**config.mk**
```make
export PLATFORM = sky130hd
export DESIGN_NAME = jtag_tap
export DESIGN_NICKNAME = d
export VERILOG_FILES = /design/src/rtl/jtag_tap.sv
export SDC_FILE = /design/constraint.sdc
export NUM_CORES = 1
export LEC_CHECK = 0
export ABC_AREA = 1
export BUFFER_PORTS_ARGS = -buffer_cell sky130_fd_sc_hd__buf_2
export CORE_ASPECT_RATIO = 0.9
export CORE_UTILIZATION = 48
export CTS_BUF_LIST = sky130_fd_sc_hd__clkbuf_8 sky130_fd_sc_hd__clkbuf_16
export CTS_CLUSTER_DIAMETER = 200
export DETAILED_ROUTE_END_ITERATION = 6
export HOLD_SLACK_MARGIN = 0.08
export MAX_ROUTING_LAYER = met4
export PLACE_DENSITY_LB_ADDON = 0.12
export SLEW_MARGIN = 20
export SYNTH_ARGS = -nofsm -noshare
export SYNTH_HDL_FRONTEND = slang
export SYNTH_SLANG_ARGS = --single-unit
```
**constraint.sdc**
```tcl
create_clock -name jtag_tck_i -period 1.5 [get_ports jtag_tck_i]
set_input_delay 0.15 -clock jtag_tck_i [delete_from_list [all_inputs] [get_ports jtag_tck_i]]
set_output_delay 0.15 -clock jtag_tck_i [all_outputs]
set_load 0.01 [all_outputs]
```
**src/rtl/jtag_tap.sv**
```systemverilog
// IEEE 1149.1 TAP controller with RISC-V debug transport registers.
// Exposes IDCODE, DTMCS and DMI data registers; BYPASS otherwise.
module jtag_tap #(
   parameter int DMI_ADDR_BITS = 7,
   parameter int DMI_DATA_BITS = 32,
   parameter int DMI_OP_BITS   = 2,
   parameter int IR_BITS       = 5,
   localparam int TAP_REQ_BITS =
      DMI_ADDR_BITS + DMI_DATA_BITS + DMI_OP_BITS
) (
   input  logic                    jtag_tck_i,
   input  logic                    jtag_rst_i,
   input  logic                    jtag_tms_i,
   input  logic                    jtag_tdi_i,
   output logic                    jtag_tdo_o,
   output logic                    tap_req_o,
   output logic [TAP_REQ_BITS-1:0] tap_data_o,
   output logic                    dmireset_o,
   input  logic [TAP_REQ_BITS-1:0] data_i,
   input  logic [31:0]             idcode_i,
   input  logic [31:0]             dtmcs_i
);

   typedef enum logic [3:0] {
      TLR, RTI,
      SEL_DR, CAP_DR, SH_DR, EX1_DR, PAU_DR, EX2_DR, UPD_DR,
      SEL_IR, CAP_IR, SH_IR, EX1_IR, PAU_IR, EX2_IR, UPD_IR
   } state_e;

   localparam logic [IR_BITS-1:0] IR_IDCODE = IR_BITS'(5'h01);
   localparam logic [IR_BITS-1:0] IR_DTMCS  = IR_BITS'(5'h10);
   localparam logic [IR_BITS-1:0] IR_DMI    = IR_BITS'(5'h11);

   state_e                  state_q, state_d;
   logic [IR_BITS-1:0]      ir_q, ir_d;
   logic [IR_BITS-1:0]      ir_sr_q, ir_sr_d;
   logic [TAP_REQ_BITS-1:0] dr_sr_q, dr_sr_d;
   logic [TAP_REQ_BITS-1:0] tap_data_q, tap_data_d;

   logic sel_idcode, sel_dtmcs, sel_dmi, sel_byp;
   logic upd_dmi, upd_dtmcs;

   always_comb begin
      sel_idcode = (ir_q == IR_IDCODE);
      sel_dtmcs  = (ir_q == IR_DTMCS);
      sel_dmi    = (ir_q == IR_DMI);
      sel_byp    = !(sel_idcode || sel_dtmcs || sel_dmi);
   end

   always_comb begin
      state_d = state_q;
      unique case (state_q)
         TLR:    state_d = jtag_tms_i ? TLR    : RTI;
         RTI:    state_d = jtag_tms_i ? SEL_DR : RTI;
         SEL_DR: state_d = jtag_tms_i ? SEL_IR : CAP_DR;
         CAP_DR: state_d = jtag_tms_i ? EX1_DR : SH_DR;
         SH_DR:  state_d = jtag_tms_i ? EX1_DR : SH_DR;
         EX1_DR: state_d = jtag_tms_i ? UPD_DR : PAU_DR;
         PAU_DR: state_d = jtag_tms_i ? EX2_DR : PAU_DR;
         EX2_DR: state_d = jtag_tms_i ? UPD_DR : SH_DR;
         UPD_DR: state_d = jtag_tms_i ? SEL_DR : RTI;
         SEL_IR: state_d = jtag_tms_i ? TLR    : CAP_IR;
         CAP_IR: state_d = jtag_tms_i ? EX1_IR : SH_IR;
         SH_IR:  state_d = jtag_tms_i ? EX1_IR : SH_IR;
         EX1_IR: state_d = jtag_tms_i ? UPD_IR : PAU_IR;
         PAU_IR: state_d = jtag_tms_i ? EX2_IR : PAU_IR;
         EX2_IR: state_d = jtag_tms_i ? UPD_IR : SH_IR;
         UPD_IR: state_d = jtag_tms_i ? SEL_DR : RTI;
      endcase
   end

   always_comb begin
      ir_d    = ir_q;
      ir_sr_d = ir_sr_q;
      case (state_q)
         TLR:     ir_d    = IR_IDCODE;
         CAP_IR:  ir_sr_d = IR_BITS'(1);
         SH_IR:   ir_sr_d = {jtag_tdi_i, ir_sr_q[IR_BITS-1:1]};
         UPD_IR:  ir_d    = ir_sr_q;
         default: ;
      endcase
   end

   // TDI enters at the top of the selected register's length.
   always_comb begin
      dr_sr_d = dr_sr_q;
      case (state_q)
         CAP_DR: begin
            unique case (1'b1)
               sel_idcode: dr_sr_d = TAP_REQ_BITS'(idcode_i);
               sel_dtmcs:  dr_sr_d = TAP_REQ_BITS'(dtmcs_i);
               sel_dmi:    dr_sr_d = data_i;
               sel_byp:    dr_sr_d = '0;
            endcase
         end
         SH_DR: begin
            dr_sr_d = dr_sr_q >> 1;
            unique case (1'b1)
               sel_idcode: dr_sr_d[31] = jtag_tdi_i;
               sel_dtmcs:  dr_sr_d[31] = jtag_tdi_i;
               sel_dmi:    dr_sr_d[TAP_REQ_BITS-1] = jtag_tdi_i;
               sel_byp:    dr_sr_d[0] = jtag_tdi_i;
            endcase
         end
         default: ;
      endcase
   end

   always_comb begin
      upd_dmi    = (state_q == UPD_DR) && sel_dmi;
      upd_dtmcs  = (state_q == UPD_DR) && sel_dtmcs;
      tap_data_d = upd_dmi ? dr_sr_q : tap_data_q;
   end

   always_ff @(posedge jtag_tck_i) begin
      if (jtag_rst_i) begin
         state_q    <= TLR;
         ir_q       <= IR_IDCODE;
         ir_sr_q    <= '0;
         dr_sr_q    <= '0;
         tap_data_q <= '0;
      end else begin
         state_q    <= state_d;
         ir_q       <= ir_d;
         ir_sr_q    <= ir_sr_d;
         dr_sr_q    <= dr_sr_d;
         tap_data_q <= tap_data_d;
      end
   end

   // Strobes are suppressed while reset is being applied.
   always_comb begin
      jtag_tdo_o = 1'b0;
      if (state_q == SH_IR) jtag_tdo_o = ir_sr_q[0];
      if (state_q == SH_DR) jtag_tdo_o = dr_sr_q[0];
      tap_req_o  = upd_dmi && !jtag_rst_i;
      dmireset_o = upd_dtmcs && dr_sr_q[16] && !jtag_rst_i;
      tap_data_o = upd_dmi ? dr_sr_q : tap_data_q;
   end

endmodule

```
Yosys cells after proc, flatten, opt, wreduce, memory -nomap -nowiden
Index checks and enable logic that the tools add are counted.
Storage, ports and cells
  register bits after elaboration: 96
  input bits: 109
  output and inout bits: 44
Operators by class
  equal/unequal tests: 18
  reductions and logical operators: 17
  multiplexer cells: 23
Operators with widths (number)
  41-bit case mux with 4 select lines: 1
  41-bit case mux with 2 select lines: 1
  4-bit case mux with 12 select lines: 1
  41-bit 2-to-1 mux: 1
  4-bit equality test, second input constant: 8
  5-bit case mux with 2 select lines: 2
  4-bit by 3-bit equality test with 1-bit output, second input constant: 4
  4-bit 2-to-1 mux: 4
  5-bit equality test, second input constant: 2
  4-bit by 2-bit equality test with 1-bit output, second input constant: 2
  1-bit 2-to-1 mux: 8
  2-bit 2-to-1 mux: 3
  3-bit 2-to-1 mux: 2
  2-bit nonzero test: 3
  2-bit OR reduction: 3
  5-bit by 1-bit equality test with 1-bit output, second input constant: 1
  1-bit logical AND: 5
  4-bit by 1-bit equality test with 1-bit output, second input constant: 1
  4-bit logical NOT: 1
  3-bit OR reduction: 1
  1-bit logical NOT: 2
  1-bit logical OR: 2

Depth between registers and ports, before layout
Gate-level depths: netlist (run 1).
  word-level depth: 6
  mapped depth: 10
  gate-level depth less buffers: 9

Least setup slack after synthesis (run 1)
OpenSTA, ideal clock, no wires.
  kind: flip-flop to output port
  start point: register ir_q[0]
  end point: output port tap_data_o[16]
  path buffers: 2
  slack: 0.059 ns
  cell stages (with the launch flop): 10
  arrival time: 1.291 ns
  data required time: 1.350 ns
  cells stage by stage: dfxtp_1 inv_2 nor2_8 nand3_1 nor2_4 buf_8 buf_6 nand2_1 o21ai_2 inv_1
Between the ends
  word-level cells in the longest chain between the ends: 3
RTL lines
  from (decl): RTL line 35  | logic [IR_BITS-1:0] ir_q, ir_d;
  from (signal assigned): RTL line 124  | ir_q <= ir_d;
  5-bit equality test: RTL line 46  | sel_dmi = (ir_q == IR_DMI);
  1-bit logical AND: RTL line 110  | upd_dmi = (state_q == UPD_DR) && sel_dmi;
  41-bit 2-to-1 mux: RTL line 138  | tap_data_o = upd_dmi ? dr_sr_q : tap_data_q;
  to (decl): RTL line 17  | output logic [TAP_REQ_BITS-1:0] tap_data_o,
No other way between the ends.

Worst setup path in the final report (run 1)
  start point: register ir_q[2]
  end point: output port tap_data_o[14]
Same word-level chain as after synthesis.

==> results of run 1 <==
timing repair:
| action | CTS | global route |
|---|---|---|
| endpoints found under the hold margin | 3 | 0 |
| hold buffers | 3 | 0 |
| setup endpoints to repair | 100 | 109 |
| pin swaps | 5 | 35 |
| gates cloned | 7 | 11 |
| gates resized for setup | 73 | 148 |
| setup buffers | 9 | 25 |
area by class of cell:
| class | instances | area, µm² | area share (%) |
|---|---|---|---|
| flip-flops and latches | 96 | 1930 | 22.8 |
| inverters | 133 | 515 | 6.07 |
| clock buffers | 9 | 225 | 2.65 |
| clock inverters | 5 | 45.0 | 0.530 |
| well taps | 152 | 190 | 2.24 |
| repair buffers | 276 | 2370 | 28.0 |
| multi-input cells | 483 | 3210 | 37.8 |
per-layer routing:
metal	global-route usage, %	routed length [µm]	vias to the layer above
li1	-	-	2983
met1	33.8	7660	3020
met2	49.7	9770	321
met3	5.94	1340	70
met4	12.1	663	0
met5	-	0	-
cells in the final DEF (no fill, tap or decap), types with 3 or more instances in the layout:
cell / count
nor2_1: 34
o21ai_4: 9
inv_2: 17
dlygate4sd3_1: 3
inv_1: 114
buf_6: 34
or2_1: 6
buf_4: 66
a21oi_2: 22
dfxtp_2: 7
o21ai_2: 33
a21oi_1: 19
clkbuf_16: 17
buf_2: 139
o22ai_1: 32
or2_4: 21
nand2_2: 18
a31oi_1: 8
nor2_4: 7
nand3_4: 7
o21ai_0: 8
nand2_1: 78
nor2_2: 17
nand2_4: 4
nand3_2: 32
dfxtp_1: 88
nand4_1: 44
buf_16: 8
or2_0: 9
buf_12: 16
nand3_1: 64
worst max-delay path, delay by kind of cell, from the launching register on:
| kind | cells | cell delay, ps |
|---|---|---|
| DFF | 1 | 350 |
| buffers and inverters | 4 | 530 |
| and+or+nand+nor | 4 | 460 |
| AOI/OAI and AO/OA | 1 | 80 |
report_power, final:
part	total, µW	internal [µW]	leakage [µW]	switching (µW)
combinational	713	320	0.00281	394
sequential	2610	2590	0.000777	21.8
clock	2190	1250	0.000146	943
Yosys cell counts:
library cell | instances | area, µm²
inv_1 | 112 | 420
nand3_1 | 102 | 510
dfxtp_1 | 96 | 1920
nand2_1 | 95 | 357
nand4_1 | 44 | 275
nor2_1 | 42 | 158
a21oi_1 | 41 | 205
o21ai_2 | 36 | 315
o22ai_1 | 32 | 200
clkbuf_1 | 23 | 86.3
or2_2 | 22 | 138
inv_2 | 18 | 67.6
or2_0 | 15 | 93.8
o21ai_0 | 13 | 65.1
nor2_2 | 12 | 75.1
buf_6 | 11 | 124
buf_2 | 9 | 45.0
a31oi_1 | 8 | 50.1
nor2_4 | 4 | 45.0
buf_12 | 3 | 60.1
clkinv_1 | 3 | 11.3
nand2_4 | 3 | 33.8
buf_1 | 2 | 7.51
buf_4 | 2 | 15.0
nand2_2 | 2 | 12.5
nor2_8 | 2 | 40.0
o211ai_1 | 2 | 15.0
o21ai_1 | 2 | 10.0
a41oi_1 | 1 | 8.76
buf_8 | 1 | 15.0
clkbuf_4 | 1 | 7.51
nand3_2 | 1 | 10.0
nor3_1 | 1 | 5.00
nor4_1 | 1 | 6.26
o221ai_1 | 1 | 8.76
or2_1 | 1 | 6.26
kinds of logic (layout without fill, tap and decap cells):
logic type | after synthesis | count (layout) | share of synthesized area, %
and+or+nand+nor | 347 | 347 | 32.5
DFF | 96 | 96 | 35.4
AOI/OAI and AO/OA | 136 | 136 | 16.2
buffers and inverters | 185 | 423 | 15.8
flip-flops by register name, summed over array words and instances, names as in the netlist:
name / flops
ir_sr_q: 5
ir_q: 5
dr_sr_q: 41
tap_data_q: 41
state_q: 4
final timing paths:
check	to	cells past startpoint	startpoint
worst min register to register	ir_sr_q[2]	2	ir_sr_q[3]
worst min-delay path	dr_sr_q[36]	3	data_i[36]
worst max register to register	dr_sr_q[14]	11	ir_q[2]
worst max-delay path	tap_data_o[14]	9	ir_q[2]
metrics by stage:
stage               power, µW  hold WS [ps]
CTS                      5460          83.7
detailed placement       3250           433
floorplan                2990           292
finish                   5510          92.4
global placement         3240           428
global route             5700           112
==> impl_metrics.tcl, run 1 <==
set metrics [dict create \
    status "finished, violations left" \
    violations "negative setup slack" \
    vias 6394 \
    grt_pass1_wl_um 26100 \
    finalHoldViolations 0 \
    fin_area_um2 8490 \
    fp-row-count 36 \
    slew_viol_final 0 \
    ios 153 \
    drc_errors 0 \
    dp.cells 1087 \
    post-route-period-util_pct 128 \
    start_kind "flop" \
    wl_um 19400 \
    cts_made_buffers 9 \
    place_area_um2 6650 \
    die_h_um 103 \
    finClkSkew_ps 3.88 \
    clkSinkCount 96 \
    ir_drop_mv 0.878 \
    syn-cell-area_um2 5430 \
    layoutNonFillerInstCount 1154 \
    synth-seq-area-share_pct 35.4 \
    max-clock-path-buffers 2 \
    critPathKind "reg -> out" \
    critical_path.slowest_cell "dfxtp_2" \
    tns_ps -24180 \
    slew_headroom_pct 67.7 \
    ys_warn_count 0 \
    start_util_pct 49.8 \
    arrival_ps 1770 \
    power_density_nw_per_um2 649 \
    cts_tree "done" \
    grt_pass1_vias 5540 \
    fin_crit_ps 1920 \
    clock.fmax_ghz 0.521 \
    area_growth_pct 56.6 \
    path_max_fanout 16 \
    fp.coreArea_um2 10900 \
    root_buffer "clkbuf_16" \
    final_core_util_pct 77.9 \
    port_buffers 152 \
    setup_viol 83 \
    place.gp.congestion 0.880 \
    slowest_delay_ps 350 \
    via_per_inst 5.54 \
    p_leak_uw 0.00373 \
    syn-num-nets 873 \
    overflow 0 \
    grt.total_usage_pct 29.2 \
    wl_per_cell_um 16.8 \
    maxCapViolCount 0 \
    final.setup.worst_slack_ps -420 \
    rsz0062_at_grt "true" \
    worstPathRequired_ps 1350 \
    end_kind "output port" \
    yosysUniqueCellTypes 36 \
    drt_iter0_drc 543 \
    firstDrtPassIters 7 \
    synth_cells 764 \
    nNetsFinal 1108 \
    antenna_found_initial 0 \
    dieArea_um2 11700 \
    dp_hpwl_um 10700 \
    synth_area_per_cell_um2 7.10 \
    ys_ff_latch 96 \
    tightest_slew_ps 484 \
    die-width_um 114 \
    drive_gt1_share_pct 48.6 \
    rrSetupSlack_ps -380 \
    path_cells "nor2_4 > nand3_4 > nor2_4 > buf_12 > buf_12 > nand2_1 > o21ai_2 > inv_1 > buf_2" \
    grt_max_degree 44 \
    insertion_delay_ps 350 \
    final_antenna_net_count 0 \
    cts-htree-levels 3 \
    n_antenna_cell 0 \
    dpl_worst_slack_ps -150 \
    fillers 758 \
    holdCritPathClass "in -> reg" \
    clk_pin_slew_ps 60 \
]
Power figures use the tool's default switching activity.
==> inputs of run 2 (changes only) <==
--- a/config.mk
+++ b/config.mk
@@ -8,6 +8,7 @@
 export ABC_AREA = 1
 export BUFFER_PORTS_ARGS = -buffer_cell sky130_fd_sc_hd__buf_2
 export CORE_ASPECT_RATIO = 0.9
+export CORE_MARGIN = 5
 export CORE_UTILIZATION = 48
 export CTS_BUF_LIST = sky130_fd_sc_hd__clkbuf_8 sky130_fd_sc_hd__clkbuf_16
 export CTS_CLUSTER_DIAMETER = 200
==> run 2 against run 1 <==
  * The flow still finishes with violations (negative setup slack)
  * Sequential power about the same
  * Register-to-register slack gained 70 ps
  * Routed wire length is 5.5% higher
  * Critical path depth up 2
  * Global-route usage shrank 4.1 points
  * Die area grew 15%
  * Cell count down 0.17%
  * Count of clock-buffer cells in the layout is 1 higher
  * Clock power is 4% lower
  * Clock skew increased by 2.7 ps
  * Largest power group unchanged
==> impl_metrics.tcl, run 2 (synthesis gave the netlist of run 1 again) <==
set metrics [dict create \
    status "finished, violations left" \
    violations "negative setup slack" \
    final.setup.worst_slack_ps -435 \
    fp-row-count 36 \
    die_h_um 111 \
    nNetsFinal 1104 \
    insertion_delay_ps 340 \
    grt_pass1_wl_um 27100 \
    antenna_found_initial 0 \
    dp_hpwl_um 11500 \
    port_buffers 152 \
    wl_um 20500 \
    drc_errors 0 \
    rrSetupSlack_ps -310 \
    cts-htree-levels 3 \
    worstHoldPathCells 3 \
    post-route-period-util_pct 129 \
    rr_endpoint "tap_data_q[30]" \
    drt_iter0_drc 500 \
    via_per_inst 5.57 \
    clk_pin_slew_ps 60 \
    cts_made_buffers 9 \
    root_buffer "clkbuf_16" \
    cp-startpoint "state_q[3]" \
    n_antenna_cell 0 \
    drive_gt1_share_pct 50.8 \
    maxCapViolCount 0 \
    dp.cells 1093 \
    holdCritPathClass "in -> reg" \
    layoutNonFillerInstCount 1152 \
    grt_pass1_vias 5700 \
    ir_drop_mv 0.675 \
    start_kind "flop" \
    grt_max_degree 55 \
    power_uw 5450 \
    final_cell_mix "136 x buf_2, 109 x inv_1, 89 x dfxtp_1, 83 x nand2_1, 68 x buf_4" \
    reg2reg_depth 13 \
    worstPathRequired_ps 1350 \
    ios 153 \
    cts_tree "done" \
    grt.total_usage_pct 25.0 \
    cts_hold_buf 0 \
    reg2reg_from "state_q[3]" \
    dpl_worst_slack_ps -122 \
    layout_commonest_cell "buf_2" \
    final_antenna_net_count 0 \
    fp.coreArea_um2 10900 \
    finClkSkew_ps 6.56 \
    finalHoldViolations 0 \
    met2WireLength_um 10400 \
    setup_viol 84 \
    clkSinkCount 96 \
    critPathKind "reg -> out" \
    reg_top3 "dr_sr_q: 41 flops, tap_data_q: 41 flops" \
    wl_per_cell_um 17.8 \
    start_util_pct 49.6 \
    vias 6418 \
    top_layer "met4" \
    min_delay_worst_endpoint "ir_sr_q[4]" \
    fillers 760 \
    firstDrtPassIters 5 \
    clock.fmax_ghz 0.517 \
    m1WireLength_um 7840 \
    worst_hold_slack_ps 84.0 \
    fin_crit_ps 1940 \
    end_kind "output port" \
    slew_headroom_pct 73.4 \
    dieArea_um2 13500 \
    rsz0062_at_grt "true" \
    die-width_um 122 \
    min-delay-start "jtag_tdi_i" \
    tightest_slew_ps 398 \
    power_density_nw_per_um2 634 \
    wl_met3_um 1660 \
    final_core_util_pct 78.5 \
    max-clock-path-buffers 2 \
    path_max_fanout 8 \
    overflow 0 \
    place.gp.congestion 0.855 \
    p_leak_uw 0.00370 \
    area_growth_pct 58.3 \
    slew_viol_final 0 \
    arrival_ps 1790 \
]
[run 2: area by class of cell]
class                   count  area [µm²]  share of cell area [%]
clock buffers              10         239                    2.78
well taps                 152         190                    2.21
inverters                 133         508                    5.91
clock inverters             6        27.5                   0.320
flip-flops and latches     96        1930                    22.5
multi-input cells         483        3370                    39.2
repair buffers            272        2320                    27.0
[run 2: critical path, stage by stage (launching register included)]
cell and delay [ps]:
dfxtp_2 350, inv_4 50, nor2_8 120, nand2_4 70, nor2_4 120, buf_12 140
buf_8 120, buf_16 150, nand2_2 50, o21ai_2 70, inv_1 60, buf_2 140
[run 2: repair_timing]
action / in CTS / in global routing
pin swaps: 9 / 47
hold endpoints to repair: 0 / 0
buffers inserted: 20 / 18
endpoints found under the setup margin: 88 / 112
cloned: 4 / 10
gates resized for setup: 77 / 180
[run 2: worst max path at each step]
stage,to,slack (ps),depth (start not counted)
after global routing,tap_data_o[16],-520,11
after floorplan,tap_data_o[16],60,9
final,tap_data_o[16],-440,11
after detailed placement,tap_data_o[40],-120,9
after global placement,tap_data_o[1],-70,9
after CTS,tap_data_o[38],-410,10
[run 2: power breakdown]
group / internal [µW] / total, µW / switching (µW)
clock: 1150 / 2100 / 954
sequential: 2590 / 2610 / 20.4
combinational: 332 / 741 / 409
[run 2: per-stage QoR]
stage                     instance area, µm²  setup TNS [ps]
final                                   8590          -21420
after global routing                    8590          -28880
after CTS                               7520          -16170
after detailed placement                6740           -3930
after global placement                  6740           -1580
after floorplan                         5430               0
[run 2: routing by layer]
metal  vias up  track usage, %
li1       2972               -
met1      3042            30.9
met2       338            42.4
met3        66            5.31
met4         0            4.70
met5         -               -
==> inputs of run 3 (changes only) <==
--- a/config.mk
+++ b/config.mk
@@ -7,9 +7,11 @@
 export LEC_CHECK = 0
 export ABC_AREA = 1
 export BUFFER_PORTS_ARGS = -buffer_cell sky130_fd_sc_hd__buf_2
+export CELL_PAD_IN_SITES_DETAIL_PLACEMENT = 2
+export CELL_PAD_IN_SITES_GLOBAL_PLACEMENT = 2
 export CORE_ASPECT_RATIO = 0.9
 export CORE_MARGIN = 5
-export CORE_UTILIZATION = 48
+export CORE_UTILIZATION = 26
 export CTS_BUF_LIST = sky130_fd_sc_hd__clkbuf_8 sky130_fd_sc_hd__clkbuf_16
 export CTS_CLUSTER_DIAMETER = 200
 export DETAILED_ROUTE_END_ITERATION = 6
==> run 3 against run 2 <==
  * The run still ends with negative setup slack left
  * Cell count grew 11%
  * Sequential power hardly changed
  * Critical endpoint is now tap_data_o[35]
  * Count of clock-buffer cells in the layout down 1
  * Flip-flop and latch count is the same
  * Highest routed layer unchanged
  * Sequential share of layout area is essentially flat
==> impl_metrics.tcl, run 3 (synthesis gave the netlist of run 1 again) <==
set metrics [dict create \
    status "finished, violations left" \
    violations "negative setup slack" \
    wl_per_cell_um 19.3 \
    cp-startpoint "ir_q[2]" \
    rr_endpoint "tap_data_q[1]" \
    drt_iter0_drc 195 \
    cts-htree-levels 3 \
    grt_pass1_wl_um 37200 \
    via_per_inst 4.89 \
    clkSinkCount 96 \
    firstDrtPassIters 4 \
    finClkSkew_ps 10.8 \
    fin_crit_ps 1980 \
    insertion_delay_ps 350 \
    layout_commonest_cell "buf_2" \
    ir_drop_mv 0.487 \
    cts_tree "done" \
    clk_pin_slew_ps 70 \
    p_leak_uw 0.00382 \
    start_util_pct 26.3 \
    slew_viol_final 0 \
    area_growth_pct 58.8 \
    place_area_um2 6860 \
    dieArea_um2 23900 \
    slew_headroom_pct 77.5 \
    clock.fmax_ghz 0.505 \
    die_h_um 147 \
    antenna_found_initial 2 \
    die-width_um 162 \
    seq_area_um2 1940 \
    grt_pass1_vias 6953 \
    grt_max_degree 48 \
    final.setup.worst_slack_ps -480 \
    rrSetupSlack_ps -380 \
    place.gp.congestion 0.774 \
    power_density_nw_per_um2 703 \
    path_max_fanout 9 \
    final_cell_mix "137 x buf_2, 111 x inv_1, 87 x dfxtp_1, 84 x buf_4, 80 x nand2_1" \
    final_antenna_net_count 0 \
    critPathKind "reg -> out" \
    vias 6263 \
    maxCapViolCount 0 \
    max-clock-path-buffers 2 \
    wl_um 24700 \
    port_buffers 152 \
    ios 153 \
    reg2reg_depth 12 \
    drive_gt1_share_pct 47.4 \
    reg2reg_from "ir_q[2]" \
    dp_hpwl_um 15700 \
    root_buffer "clkbuf_16" \
    post-route-period-util_pct 132 \
    setup_viol 90 \
    arrival_ps 1830 \
    endpoint "tap_data_o[35]" \
    fp.coreArea_um2 20600 \
    start_kind "flop" \
    worstPathRequired_ps 1350 \
    tightest_slew_ps 338 \
    end_kind "output port" \
    multi_input_area_um2 3000 \
    cts_made_buffers 9 \
    reg_top3 "dr_sr_q: 41 flops, tap_data_q: 41 flops" \
    fillers 2369 \
    holdCritPathClass "in -> reg" \
    tns_ps -28750 \
    fin_area_um2 8620 \
    drc_errors 0 \
    nNetsFinal 1124 \
    overflow 0 \
    grt.total_usage_pct 20.2 \
    rsz0062_at_grt "true" \
    fp-row-count 50 \
    finalHoldViolations 0 \
]
run 3: per-layer routing:
layer / routed length (µm) / share of wire (%) / GRT usage, %
met3: 913 / 3.7 / 3.90
met2: 12600 / 51 / 35.1
met1: 10700 / 43 / 23.8
met4: 525 / 2.1 / 5.45
met5: 0 / 0 / -
run 3: report_power, final:
part / internal [µW] / switching (µW)
combinational: 327 / 415
clock: 1630 / 1080
sequential: 2580 / 21.5
total: 4540 / 1520
run 3: final cells by class:
| cell class | instances | share of cell area [%] |
|---|---|---|
| Inverter | 133 | 6.01 |
| Sequential cell | 96 | 22.5 |
| Timing Repair Buffer | 292 | 28.9 |
| Tap cell | 260 | 3.78 |
| Antenna cell | 2 | 0.0581 |
| Clock buffer | 9 | 2.61 |
| Clock inverter | 7 | 1.38 |
| Multi-Input combinational cell | 483 | 34.8 |
run 3: timing repair:
item | 4_1_cts | 5_1_grt
hold buffers | 2 | 0
cloned | 9 | 3
gates resized for setup | 112 | 63
hold endpoints to repair | 2 | 0
pin swaps | 11 | 22
buffers inserted | 32 | 22
setup endpoints to repair | 119 | 124
run 3: through the flow:
| step | cells | worst slack [ps] | hold slack, ps | util (%) | total power [µW] |
|---|---|---|---|---|---|
| final | 1282 | -480 | 93.6 | 41.7 | 6060 |
| after global routing | 1282 | -563 | 102 | 41.7 | 6310 |
| after CTS | 1257 | -502 | 81.4 | 39.4 | 6050 |
| after detailed placement | 1200 | -201 | 455 | 33.2 | 3290 |
| after global placement | 1200 | -128 | 443 | 33.2 | 3270 |
| after floorplan | 764 | 59.1 | 292 | - | 2990 |
run 3: worst min-delay path by stage:
stage | startpoint | to | depth (start not counted)
3_5_place_dp | jtag_tdi_i | ir_sr_q[4] | 3
4_1_cts | data_i[38] | dr_sr_q[38] | 3
2_1_floorplan | jtag_rst_i | ir_q[0] | 2
5_1_grt | data_i[36] | dr_sr_q[36] | 3
6_report | data_i[38] | dr_sr_q[38] | 3
3_3_place_gp | jtag_tdi_i | ir_sr_q[4] | 3
run 3: worst max-delay path: stages, from the launching register on:
cell	delay, ps
dfxtp_2	340
nor2_4	150
nand3_4	100
nor2_4	160
buf_6	150
inv_6	50
or2_0	260
o21ai_2	90
inv_1	50
buf_2	130
